**config.mk**
```make
export PLATFORM = sky130hd
export DESIGN_NAME = ysyx_22040931_store_unit
export DESIGN_NICKNAME = d
export VERILOG_FILES = /design/src/rtl/ysyx_22040931_store_unit_pkg.sv /design/src/rtl/ysyx_22040931_store_align.sv /design/src/rtl/ysyx_22040931_store_unit.sv
export SDC_FILE = /design/constraint.sdc
export NUM_CORES = 1
export LEC_CHECK = 0
export BUFFER_PORTS_ARGS = -buffer_cell sky130_fd_sc_hd__clkbuf_2
export CAP_MARGIN = 20
export CELL_PAD_IN_SITES_DETAIL_PLACEMENT = 0
export CELL_PAD_IN_SITES_GLOBAL_PLACEMENT = 1
export CORE_MARGIN = 1.5
export CORE_UTILIZATION = 38
export CTS_CLUSTER_DIAMETER = 100
export CTS_CLUSTER_SIZE = 25
export DETAILED_ROUTE_END_ITERATION = 10
export PLACE_DENSITY_LB_ADDON = 0.1
export SLEW_MARGIN = 20
export SYNTH_ARGS = -nofsm -noshare
export SYNTH_HDL_FRONTEND = slang
export SYNTH_SLANG_ARGS = --single-unit
export TNS_END_PERCENT = 20
```
**constraint.sdc**
```tcl
create_clock -name clk -period 2 [get_ports clk]
set_input_delay 0.6 -clock clk [delete_from_list [all_inputs] [get_ports clk]]
set_output_delay 0.6 -clock clk [all_outputs]
set_load 0.05 [all_outputs]
```
**src/rtl/ysyx_22040931_store_unit_pkg.sv**
```systemverilog
// Shared definitions for the store path: width codes, AXI response codes and
// the store-unit FSM encoding.
package ysyx_22040931_store_unit_pkg;

  localparam logic [2:0] W_NONE = 3'b000;
  localparam logic [2:0] W_ONE  = 3'b001;
  localparam logic [2:0] W_DOU  = 3'b010;
  localparam logic [2:0] W_FOR  = 3'b011;
  localparam logic [2:0] W_EIG  = 3'b100;

  localparam logic [1:0] RESP_OKAY   = 2'b00;
  localparam logic [1:0] RESP_EXOKAY = 2'b01;
  localparam logic [1:0] RESP_SLVERR = 2'b10;
  localparam logic [1:0] RESP_DECERR = 2'b11;

  typedef enum logic [1:0] {
    ST_IDLE   = 2'd0,
    ST_SEND   = 2'd1,
    ST_WAIT_B = 2'd2,
    ST_DONE   = 2'd3
  } state_t;

endpackage

```
**src/rtl/ysyx_22040931_store_align.sv**
```systemverilog
// Byte-lane placement for a store: shifts data and strobe to the address
// offset inside the 64-bit beat and flags misaligned half/word/double.
module ysyx_22040931_store_align
  import ysyx_22040931_store_unit_pkg::*;
(
  input  logic [2:0]  memwop,
  input  logic [2:0]  off,
  input  logic [63:0] data,
  output logic [63:0] wdata,
  output logic [7:0]  wstrb,
  output logic [2:0]  awsize,
  output logic        misalign
);

  logic [7:0] mask;

  always_comb begin
    mask     = 8'h00;
    awsize   = 3'd0;
    misalign = 1'b0;
    case (memwop)
      W_ONE: begin
        mask = 8'h01;
      end
      W_DOU: begin
        mask     = 8'h03;
        awsize   = 3'd1;
        misalign = off[0];
      end
      W_FOR: begin
        mask     = 8'h0f;
        awsize   = 3'd2;
        misalign = |off[1:0];
      end
      W_EIG: begin
        mask     = 8'hff;
        awsize   = 3'd3;
        misalign = |off;
      end
      default: ;
    endcase
    // Bits pushed past the top of the beat are simply dropped.
    wdata = data << {off, 3'b000};
    wstrb = mask << off;
  end

endmodule

```
**src/rtl/ysyx_22040931_store_unit.sv**
```systemverilog
// Store LSU stage: accepts one store, runs a single AXI4-lite write
// (AW/W/B) and pulses completion or fault back to pipeline control.
module ysyx_22040931_store_unit
  import ysyx_22040931_store_unit_pkg::*;
#(
  parameter int ADDR_W = 64,
  parameter int DATA_W = 64
) (
  input  logic              clk,
  input  logic              rst_n,
  input  logic              req_valid,
  output logic              req_ready,
  input  logic [2:0]        req_memwop,
  input  logic [ADDR_W-1:0] req_addr,
  input  logic [DATA_W-1:0] req_data,
  output logic              done_valid,
  output logic              done_fault,
  output logic              awvalid,
  input  logic              awready,
  output logic [ADDR_W-1:0] awaddr,
  output logic [2:0]        awsize,
  output logic              wvalid,
  input  logic              wready,
  output logic [DATA_W-1:0] wdata,
  output logic [7:0]        wstrb,
  input  logic              bvalid,
  output logic              bready,
  input  logic [1:0]        bresp,
  output logic [1:0]        dbg_state
);

  // Handshakes: a beat transfers on a rising edge where valid && ready are
  // both high; valid, once raised, holds with stable payload until then.

  state_t            state, state_d;
  logic              aw_pend, aw_d;
  logic              w_pend, w_d;
  logic              fault, fault_d;
  logic              latch_en;
  logic [ADDR_W-1:0] addr_q;
  logic [DATA_W-1:0] wdata_q;
  logic [7:0]        wstrb_q;
  logic [2:0]        size_q;

  logic [63:0]       al_wdata;
  logic [7:0]        al_wstrb;
  logic [2:0]        al_size;
  logic              al_misalign;
  logic              illegal;

  ysyx_22040931_store_align u_align (
    .memwop   (req_memwop),
    .off      (req_addr[2:0]),
    .data     (req_data),
    .wdata    (al_wdata),
    .wstrb    (al_wstrb),
    .awsize   (al_size),
    .misalign (al_misalign)
  );

  assign illegal = (req_memwop > W_EIG);

  always_comb begin
    state_d  = state;
    aw_d     = aw_pend;
    w_d      = w_pend;
    fault_d  = fault;
    latch_en = 1'b0;
    case (state)
      ST_IDLE: begin
        if (req_valid) begin
          latch_en = 1'b1;
          if (req_memwop == W_NONE) begin
            state_d = ST_DONE;
            fault_d = 1'b0;
          end else if (illegal || al_misalign) begin
            state_d = ST_DONE;
            fault_d = 1'b1;
          end else begin
            state_d = ST_SEND;
            aw_d    = 1'b1;
            w_d     = 1'b1;
            fault_d = 1'b0;
          end
        end
      end
      ST_SEND: begin
        if (aw_pend && awready) aw_d = 1'b0;
        if (w_pend && wready)   w_d  = 1'b0;
        if (!aw_d && !w_d)      state_d = ST_WAIT_B;
      end
      ST_WAIT_B: begin
        if (bvalid) begin
          fault_d = (bresp != RESP_OKAY);
          state_d = ST_DONE;
        end
      end
      ST_DONE: begin
        state_d = ST_IDLE;
      end
      default: state_d = ST_IDLE;
    endcase
  end

  always_ff @(posedge clk or negedge rst_n) begin
    if (!rst_n) begin
      state   <= ST_IDLE;
      aw_pend <= 1'b0;
      w_pend  <= 1'b0;
      fault   <= 1'b0;
      addr_q  <= '0;
      wdata_q <= '0;
      wstrb_q <= '0;
      size_q  <= '0;
    end else begin
      state   <= state_d;
      aw_pend <= aw_d;
      w_pend  <= w_d;
      fault   <= fault_d;
      if (latch_en) begin
        addr_q  <= req_addr;
        wdata_q <= al_wdata;
        wstrb_q <= al_wstrb;
        size_q  <= al_size;
      end
    end
  end

  // req_ready is gated by reset so every output reads 0 while reset is held.
  assign req_ready  = (state == ST_IDLE) && rst_n;
  assign done_valid = (state == ST_DONE);
  assign done_fault = (state == ST_DONE) && fault;
  assign awvalid    = aw_pend;
  assign wvalid     = w_pend;
  assign bready     = (state == ST_WAIT_B);
  assign awaddr     = addr_q;
  assign awsize     = size_q;
  assign wdata      = wdata_q;
  assign wstrb      = wstrb_q;
  assign dbg_state  = state;

endmodule
```
# After elaboration in Yosys (flattened, before gate mapping)
# Index checks and enable logic that the tools add are counted.
# classes
n_reduce_logical	18
shifts	2
order_cmp	1
mux	25
eq_ne	12
# ops
operator	count
$shl A64 B6 Y64	1
$pmux W8 S4	1
$mux W1	13
$mux W2	5
$ne A2 B2 Y1 const B	5
$pmux W2 S4	1
$shl A8 B3 Y8	1
$eq A3 B2 Y1 const B	2
$pmux W1 S2	3
$pmux W2 S3	1
$reduce_and A3 Y1	2
$reduce_bool A2 Y1	3
$logic_and A1 B1 Y1	5
$eq A2 B2 Y1 const B	2
$reduce_and A4 Y1	1
$eq A3 B1 Y1 const B	1
$eq A3 B3 Y1 const B	1
$gt A3 B3 Y1 const B	1
$logic_not A3 Y1	1
$pmux W1 S3	1
$reduce_or A3 Y1	1
$eq A2 B1 Y1 const B	1
$logic_not A1 Y1	2
$logic_not A2 Y1	1
other kinds (2)	2
# word_totals
regBits	144
in_bits	139
out_inout_bits	147
elab_cells	66

# Depth between registers and ports, before layout
# depth
ltp_word	7
ltp_mapped	8
mapped_depth_nobuf	6

# Cells and area by module
# From an unflattened synthesis, not the netlist that was laid out.
# unflattened
cells_unflattened	579
area_unflattened_um2	8003.9
# by_module_without_submodules
mod	seq_area_each_um2	cells_each	area_each_um2	n_inst
ysyx_22040931_store_unit	3603.5	339	5959.5	1
ysyx_22040931_store_align	0.0	240	2044.5	1

# Worst setup path before layout
# No wires, ideal clock.
# synth_path
path_kind	flip-flop to output port
startpoint	reg state[1], in the netlist dbg_state[1]
endpoint	out done_fault
n_path_buf	0
t_required_ns	1.400
stages_incl_launch_ff	3
path_slack_ns	-0.320
arrival_ns	1.720
cell_sequence	dfrtp_1 ha_1 and2_1
# synth_via
elab_chain_cells	2
# synth_lines
item	line_no	source
start: declaration	ysyx_22040931_store_unit.sv:35	state_t state, state_d;
start signal: assignment	ysyx_22040931_store_unit.sv:116	state <= state_d;
$eq A2 B2 Y1	n/a	
named net done_valid	ysyx_22040931_store_unit.sv:16	output logic done_valid,
$logic_and A1 B1 Y1	ysyx_22040931_store_unit.sv:132	assign done_fault = (state == ST_DONE) && fault;
end: declaration	ysyx_22040931_store_unit.sv:17	output logic done_fault,
# The timed path passes the listed nets, and every way through them passes these cells.

# Worst setup path in the final report
# layout_path
startpoint	reg state[0], in the netlist dbg_state[0]
endpoint	out done_fault
# layout_via
elab_chain_cells	2
# layout_lines
item	line_no
$eq A2 B2 Y1	ysyx_22040931_store_unit.sv:132
$logic_and A1 B1 Y1	ysyx_22040931_store_unit.sv:132
# Every way passes these cells.

==> metrics.txt <==
Mapped Cells 594; placer's final routability congestion estimate 0.871; layout cells sized above 1 51.5%; critical path depth in cells 3; residual DRC count 0; initial DRC count 353; Hold WS 229 ps; crit start category flop; Hold Vio Cnt, Final 0; area leader, netlist dfrtp_1; CP endpoint kind output pin; GRT Residual Overflow 0; Chip Width 141 um; Ports 286; CTS clk-pin slew, worst paths 60 ps; final worst path period need 1980 ps; R2R depth 7; Worst Path Arrival 1380 ps; Initial DRT Pass Iterations 5; synth cell count leaders 143 x dfrtp_1, 65 x mux2_2, 57 x mux2i_1; Crit Path Category reg -> out; Critical Path Slowest Stage Cell dfrtp_2; Max Clk Rate 505 MHz; Final Slew Violations 0; core footprint 18,700 sq um; Synth async-reset ratio 100%; dpl ws -98.5 ps; nets@finish 1,039; post-route clock period utilization 98.9%; Top delay family on crit path flip-flops; CTS Buf Count 17; global-route wire length before repair 34.3 mm; # rows 50; register area share after synthesis 49.5%; Wirelength per Cell 19.4 um; Clock Skew 5.31 ps; Post-synth top flop dfrtp_1; DP HPWL 17.1 mm; Sequential Area 3580 sq um; worst path cell trace ha_2, and2_2, buf_8; initial antenna violation count 0; EDFF count, synth 0; Initial Util 38.6%; CTS tree yes; LEAKAGE 4.82 nW; Seq pwr share 28.0%; P_sw 9.10 mW; Sink Count 143; crit path max fanout 4; htree depth 4; final WL 22.2 mm; Die Span Y 141 um; worst vdd ir 835 uV; final instance area 9840 sq um; Worst Path Required 1400 ps; Clk Latency, worst-skew pair 420 ps; # hold bufs at CTS 0; WP buf/inv 1; Distinct cells, synth 53; post-synth top area share 49.5%; Avg Inst Size Synth 12.2 sq um; Longest Clk Path Bufs 2; Power Total 17.9 mW; Synth area leaders dfrtp_1 50%, mux2_2 10%, mux2i_1 7.9%, mux4_2 4.7%, a22o_1 3.0%; power share of the clock group 18.3%; I/O Buffers 284; Post-DP Area 9130 sq um; vias in the first global route 5,959; Area growth, synth to finish 36.2%; die area 19,800 sq um; Worst-Margin Slew 511 ps; setup ws final 21.6 ps; PwrDens 1820 nW/um^2; RSZ-0062 raised after global routing true; most common cell in the netlist dfrtp_1; drt via density 5.26; Pint 8.81 mW; FF+latch count, synth 143; Fillers 1,728; Post-Syn Area 7220 sq um; total of max-cap violations 0; max_slew headroom 64.9%; multi-input combinational cell area 3360 sq um; yosys warns 0; CTS Root Cell clkbuf_16; final setup vio count 0; Logic pwr share 53.7%; # diodes 0; Hold Crit Class in -> async; global-route usage over all layers 22.6%; status completed; number of routed nets with antenna violations 0; Synthesized Nets 738; CP max stage delay 440 ps; vias after detailed routing 6,005; pin count of the biggest net entering global routing 71; Sw Share 50.8%
-- flip-flops by register name, indices dropped and copies added (netlist names) --
register and count:
awaddr 64, awsize 2, awvalid 1, dbg_state 2, fault 1, wdata 64
wstrb 8, wvalid 1
-- cells by family after synthesis --
group / synth area share [%]
DFF: 49.5
AOI/OAI and AO/OA: 14.2
muxes: 22.9
and+or+nand+nor: 7.52
buffers and inverters: 4.55
adders and majority gates: 1.00
xor gates and xnor gates: 0.243
other: 0.0519
-- final timing paths --
check | from | to | slack, ps
max reg2reg | dbg_state[0] | wdata[2] | 180
max in group asynchronous | rst_n | awaddr[19] | 1030
min | rst_n | awaddr[25] | 230
max | dbg_state[0] | done_fault | 20
min reg2reg | wstrb[1] | wstrb[1] | 480
min in group clk | req_addr[12] | awaddr[12] | 410
-- worst register-to-register path: cells and delay by family (launching register included) --
| kind | cells | cell delay (ps) |
|---|---|---|
| AND/OR/NAND/NOR | 3 | 760 |
| buffers and inverters | 2 | 280 |
| flip-flops | 1 | 440 |
| AO/OA/AOI/OAI | 1 | 140 |
| adder cells (fa/ha/maj) | 1 | 140 |
-- repair_timing --
item                                    CTS  global route
buffers inserted                          3             3
endpoints found under the setup margin    6            12
pin swaps                                 0             2
gates resized for setup                   9             5
-- routing by layer --
layer | GRT usage, % | up-vias | wire [um] | share of wire, %
li1 | - | 2807 | - | -
met1 | 32.4 | 2928 | 10400 | 47
met2 | 35.0 | 245 | 10100 | 45
met3 | 4.18 | 25 | 1370 | 6.2
met4 | 6.47 | 0 | 346 | 1.6
met5 | 0 | - | 0 | 0
-- cell type report --
cell class	instances	share of cell area, %
clock buffer	18	4.46
sequential	143	36.4
inverter	8	0.496
multi-input combinational	393	34.1
timing repair buffer	332	19.8
clock inverter	14	1.75
tap	234	2.98
-- through the flow --
| stage | std cells | util, % | setup TNS (ps) |
|---|---|---|---|
| floorplan | 594 | - | 0 |
| global placement | 1104 | 48.8 | -7.22 |
| detailed placement | 1104 | 48.8 | -848 |
| finish | 1142 | 52.6 | 0 |
| CTS | 1139 | 52.3 | -48.7 |
| global route | 1142 | 52.6 | -46.2 |
-- layout by cell type (no fill, tap or decap), drive strengths merged, types with 4 or more instances in the layout --
cell type  count
a211oi        17
a21oi          4
a221o          8
a22o          25
a31oi         10
buf           53
clkbuf       297
clkinvlp       4
dfrtp        143
ha             5
inv           14
mux2          66
mux2i         57
mux4          15
nand2         56
nand2b         8
nor2          14
nor2b         14
o21a           4
o21ai         41
o221ai         4
o2bb2ai        7
-- power by group through the flow --
stage          logic (mW)  registers, mW  clock network (mW)
6_report             9.62           5.01                3.27
3_5_place_dp         9.51           5.06                   0
4_1_cts              9.61           5.02                3.36
2_1_floorplan        2.42           9.61                   0
3_3_place_gp         9.43           5.00                   0
5_1_grt              10.1           5.19                3.48
Note: power is estimated with default switching activity, not from simulation.
